<file path="src/rtl/instr_fetch_unit.sv">
// Instruction fetch unit: requests words from instruction memory, holds the
// current instruction for the control unit, and selects the next PC from the
// decoded branch/jump controls. Halt freezes fetch until reset.
// Optional performance counters are enabled with the macro FETCH_PERF_CNT_EN.
module instr_fetch_unit #(
    parameter logic [31:0] PC_INIT = 32'h0000_0000
) (
    input  logic        CLK,
    input  logic        nRST,
    output logic        iREN,
    output logic [31:0] iaddr,
    input  logic        ihit,
    input  logic [31:0] iload,
    output logic [31:0] Instr,
    output logic        instr_valid,
    input  logic        stall,
    input  logic        PCSrc,
    input  logic [15:0] imm16,
    input  logic        Jmp,
    input  logic [25:0] imm26,
    input  logic        JR,
    input  logic [31:0] jr_target,
    input  logic        Halt,
    output logic [31:0] pc_plus4,
    output logic        halted
`ifdef FETCH_PERF_CNT_EN
    ,
    output logic [31:0] retire_count,
    output logic [31:0] wait_count
`endif
);

    typedef enum logic [1:0] {
        StFetch,
        StIssue,
        StHalted
    } state_e;

    state_e      state_q, state_d;
    logic [31:0] pc_q, pc_d;
    logic [31:0] instr_q, instr_d;
    logic [31:0] pc_seq;
    logic [31:0] br_off;
    logic [31:0] pc_next;

    assign pc_seq = pc_q + 32'd4;
    assign br_off = {{14{imm16[15]}}, imm16, 2'b00};

    // Next-PC select: JR beats Jmp beats taken branch beats sequential.
    always_comb begin
        pc_next = pc_seq;
        if (JR) begin
            pc_next = {jr_target[31:2], 2'b00};
        end else if (Jmp) begin
            pc_next = {pc_seq[31:28], imm26, 2'b00};
        end else if (PCSrc) begin
            pc_next = pc_seq + br_off;
        end
    end

    // FSM next state, PC and instruction register updates.
    always_comb begin
        state_d = state_q;
        pc_d    = pc_q;
        instr_d = instr_q;
        unique case (state_q)
            StFetch: begin
                if (ihit) begin
                    instr_d = iload;
                    state_d = StIssue;
                end
            end
            StIssue: begin
                // Halt wins over stall and every PC control; PC is frozen.
                if (Halt) begin
                    state_d = StHalted;
                end else if (!stall) begin
                    pc_d    = pc_next;
                    state_d = StFetch;
                end
            end
            StHalted: begin
                state_d = StHalted;
            end
            default: begin
                state_d = StFetch;
            end
        endcase
    end

    // State, PC and instruction registers.
    always_ff @(posedge CLK or negedge nRST) begin
        if (!nRST) begin
            state_q <= StFetch;
            pc_q    <= PC_INIT;
            instr_q <= 32'h0;
        end else begin
            state_q <= state_d;
            pc_q    <= pc_d;
            instr_q <= instr_d;
        end
    end

    // Outputs decoded purely from registered state.
    always_comb begin
        iREN        = (state_q == StFetch);
        instr_valid = (state_q == StIssue);
        halted      = (state_q == StHalted);
        iaddr       = pc_q;
        pc_plus4    = pc_seq;
        Instr       = instr_q;
    end

`ifdef FETCH_PERF_CNT_EN
    logic [31:0] retire_q, retire_d;
    logic [31:0] wait_q, wait_d;

    // Retire on any ISSUE exit; wait on each FETCH cycle without a response.
    always_comb begin
        retire_d = retire_q;
        wait_d   = wait_q;
        if (state_q == StIssue && (Halt || !stall)) begin
            retire_d = retire_q + 32'd1;
        end
        if (state_q == StFetch && !ihit) begin
            wait_d = wait_q + 32'd1;
        end
    end

    // Performance counter registers.
    always_ff @(posedge CLK or negedge nRST) begin
        if (!nRST) begin
            retire_q <= 32'h0;
            wait_q   <= 32'h0;
        end else begin
            retire_q <= retire_d;
            wait_q   <= wait_d;
        end
    end

    assign retire_count = retire_q;
    assign wait_count   = wait_q;
`endif

endmodule

</file>
<file path="config.mk">
export PLATFORM = sky130hd
export DESIGN_NAME = instr_fetch_unit
export DESIGN_NICKNAME = d
export VERILOG_FILES = /design/src/rtl/instr_fetch_unit.sv
export SDC_FILE = /design/constraint.sdc
export NUM_CORES = 1
export LEC_CHECK = 0
export BUFFER_PORTS_ARGS = -buffer_cell sky130_fd_sc_hd__buf_2
export CAP_MARGIN = 20
export CORE_MARGIN = 2
export CORE_UTILIZATION = 45
export DETAILED_ROUTE_END_ITERATION = 7
export HOLD_SLACK_MARGIN = 0.06
export PLACE_DENSITY = 0.82
export SETUP_SLACK_MARGIN = 0.4
export SLEW_MARGIN = 20
export SYNTH_ARGS = -nofsm -noshare
export SYNTH_HDL_FRONTEND = slang
export SYNTH_SLANG_ARGS = --single-unit
</file>
<file path="constraint.sdc">
create_clock -name CLK -period 5.3 [get_ports CLK]
set_input_delay 0.795 -clock CLK [delete_from_list [all_inputs] [get_ports CLK]]
set_output_delay 0.795 -clock CLK [all_outputs]
set_load 0.01 [all_outputs]
</file>
==> run summary <==
status - finished clean
Clock Pin Slew Worst Setup and Hold Paths - 0.06 ns
hold buffer count at cts - 0
CP most frequent cell - and3_1
Post-Route WL - 17.2 mm
Post-DP Area - 6550 sq um
slew margin rel. - 0.442
top cells by area, synth - dfrtp_1 (29%), ha_1 (8.3%), mux2_2 (6.6%), a21oi_1 (6.1%), xnor2_1 (4.5%)
top cell type's share of synthesized area - 0.294
GRT Util Overall - 0.264
Yosys reg bits - 64
Peak Freq - 237 MHz
Clock Latency Late Sink - 0.33 ns
number of global-route vias before repair - 5,412
CTS tree - built
EDFF count, synth - 0
arrival time at the worst endpoint - 4.43 ns
HPWL after detailed placement - 13.0 mm
largest net degree at the start of global routing - 65
MaxCap Viol Count - 0
Clock power frac - 0.162
Comb power frac - 0.600
Die ar. - 13,000 sq um
Worst path slowest cell - dfrtp_1
Port Buf Inserts - 206
WL/cell - 17.6 um
CP endpoint kind - register
Post-synth ARST share - 1.00
fin. max-slew vios - 0
CTS Buf Count - 9
fin crit period - 4.22 ns
Warnings, synthesis - 0
Detailed Route Iter0 Violations - 265
final setup vio count - 0
Seq pwr share - 0.238
Worst Path Buf+Inv - 0
CP cell instances - ha_1 -> and3_1 -> nand2_1 -> xnor2_1 -> ha_1 -> and3_1 -> and3_1 -> a211o_1 -> a2bb2oi_1 -> o21ai_0 -> o21ai_1 -> o21ai_0 -> xor2_1 -> a21oi_1 -> nand3b_1
mean post-synth cell area - 8.58 sq um
drc violations - 0
max incr delay on CP - 0.51 ns
CP max FO - 7
Fin Clk Skew - 0.00858 ns
Initial Util - 0.457
Top delay family on crit path - compound AO/OA/AOI/OAI gates
antenna viol nets, final - 0
ratio of cells with drive above 1 in the final layout - 0.340
die width - 114 um
antenna violations before repair - 2
Cells after Synth - 634
switching share of power - 0.455
commonest cells in the netlist - a21oi_1 (66), dfrtp_1 (64), nor2_1 (60), nand2_1 (50), o21ai_0 (39)
# resized after CTS - 0
Core ar. - 11,900 sq um
dominant cell by count in the synthesized netlist - a21oi_1
worst r2r path cells - 15
Hold WC Path Type - register to register
first-pass GRT wire length - 27.3 mm
design area - 6880 sq um
critical path class - register to register
Max clock buf depth - 2
H-tree depth - 3
Netlist cell types - 67
Fin. Hold Viols - 0
register area share after synthesis - 0.294
CTS sink count - 64
Req. time, crit path - 5.51 ns
Pwr Total - 0.00414 W
drt via density - 5.69
Layout area overhead - 26.4%
drt pass-1 iters - 5
period utilization - 0.796
chip height - 114 um
Worst IR Drop VDD - 0.403 mV
Cell Area, Synth - 5440 sq um
Vias - 5,560
Levels on crit path - 15
Post-layout nets - 976
setup_tns - 0 ns
Switch Pwr - 0.00188 W
unrepaired setup endpoints after global routing - no
total global routing overflow - 0
R2R Setup Slk - 1.08 ns
Lkg Pwr - 3.32 nW
num rows - 40
cell taking the most area after synthesis - dfrtp_1
Worst Hold Depth - 1
I/O pin count - 213
pwr dens - 602 nW/um^2
postcts setup bufs - 0
actual slew at the worst max-slew pin - 0.838 ns
global placer's final weighted congestion - 0.937
clock root buffer - clkbuf_16
startpoint types - register
main flop type after synthesis - dfrtp_1
internal power - 0.00226 W
Antenna Cells - 0
sequential cells by signal (all words and copies together) (netlist names):
name     cells
state_q      2
Instr       32
iaddr       30
layout make-up:
type | count | area (sq um)
timing repair buffer | 212 | 1080
multi-input combinational | 526 | 3640
fill | 1102 | 5030
clock inverter | 7 | 103
sequential | 64 | 1600
inverter | 12 | 45.0
tap | 147 | 184
clock buffer | 9 | 225
logic make-up (layout without fill, tap and decap cells):
logic type	count (synthesis)	in the layout	synth area share
AO/OA/AOI/OAI	200	200	0.233
AND/OR/NAND/NOR	193	193	0.179
flip-flops	64	64	0.294
XOR/XNOR	52	52	0.0865
buffers and inverters	47	240	0.0391
multiplexers	40	40	0.0810
adder cells (fa/ha/maj)	37	37	0.0865
other	1	4	0.000689
worst paths after layout:
kind,startpoint,to
min in group asynchronous,nRST,Instr[6]$_DFFE_PN0P_
hold reg to reg,Instr[15]$_DFFE_PN0P_,Instr[15]$_DFFE_PN0P_
max in group asynchronous,nRST,iaddr[7]$_DFFE_PN0P_
setup / recovery,iaddr[3]$_DFFE_PN0P_,iaddr[31]$_DFFE_PN0P_
setup reg to reg,iaddr[3]$_DFFE_PN0P_,iaddr[31]$_DFFE_PN0P_
hold / removal,Instr[15]$_DFFE_PN0P_,Instr[15]$_DFFE_PN0P_
placed cells by master, fill, tap and decap left out, drive strengths merged, types with 5 or more instances in the layout:
cell      n
dfrtp    64
nand4    13
nand2b    6
nand3    19
a21oi    67
xnor2    29
nand2    50
and4      5
a21o     18
and3     13
a211oi   14
o211ai    7
nor2     61
mux2     32
inv      12
o21a     10
ha       36
o21ai    42
xor2     23
o21bai    5
a211o     5
buf     212
clkbuf    9
nor3      9
o31ai     7
mux2i     8
layer usage:
metal	global-route usage	vias to the layer above	routed length (um)
met1	0.336	2633	7140
met3	0.0680	25	1290
met2	0.446	207	8540
met4	0.0724	2	197
li1	-	2693	-
met5	0	-	13
metrics by stage:
stage	hold WS, ns	setup slack (ns)	util	cells
after global placement	0.485	1.25	0.550	961
after floorplan	0.499	1.55	-	637
after detailed placement	0.490	1.16	0.550	961
after global routing	0.513	0.805	0.577	977
final	0.503	1.08	0.577	977
after CTS	0.504	1.09	0.577	977
power groups by stage:
stage,sequential (W),combinational (W),clock (W)
finish,0.000986,0.00248,0.000668
global route,0.00102,0.00274,0.000693
detailed placement,0.000988,0.00245,0
CTS,0.000984,0.00247,0.000671
floorplan,0.00106,0.00160,0
global placement,0.000971,0.00243,0
No activity file was read; power rests on OpenSTA's default activity.
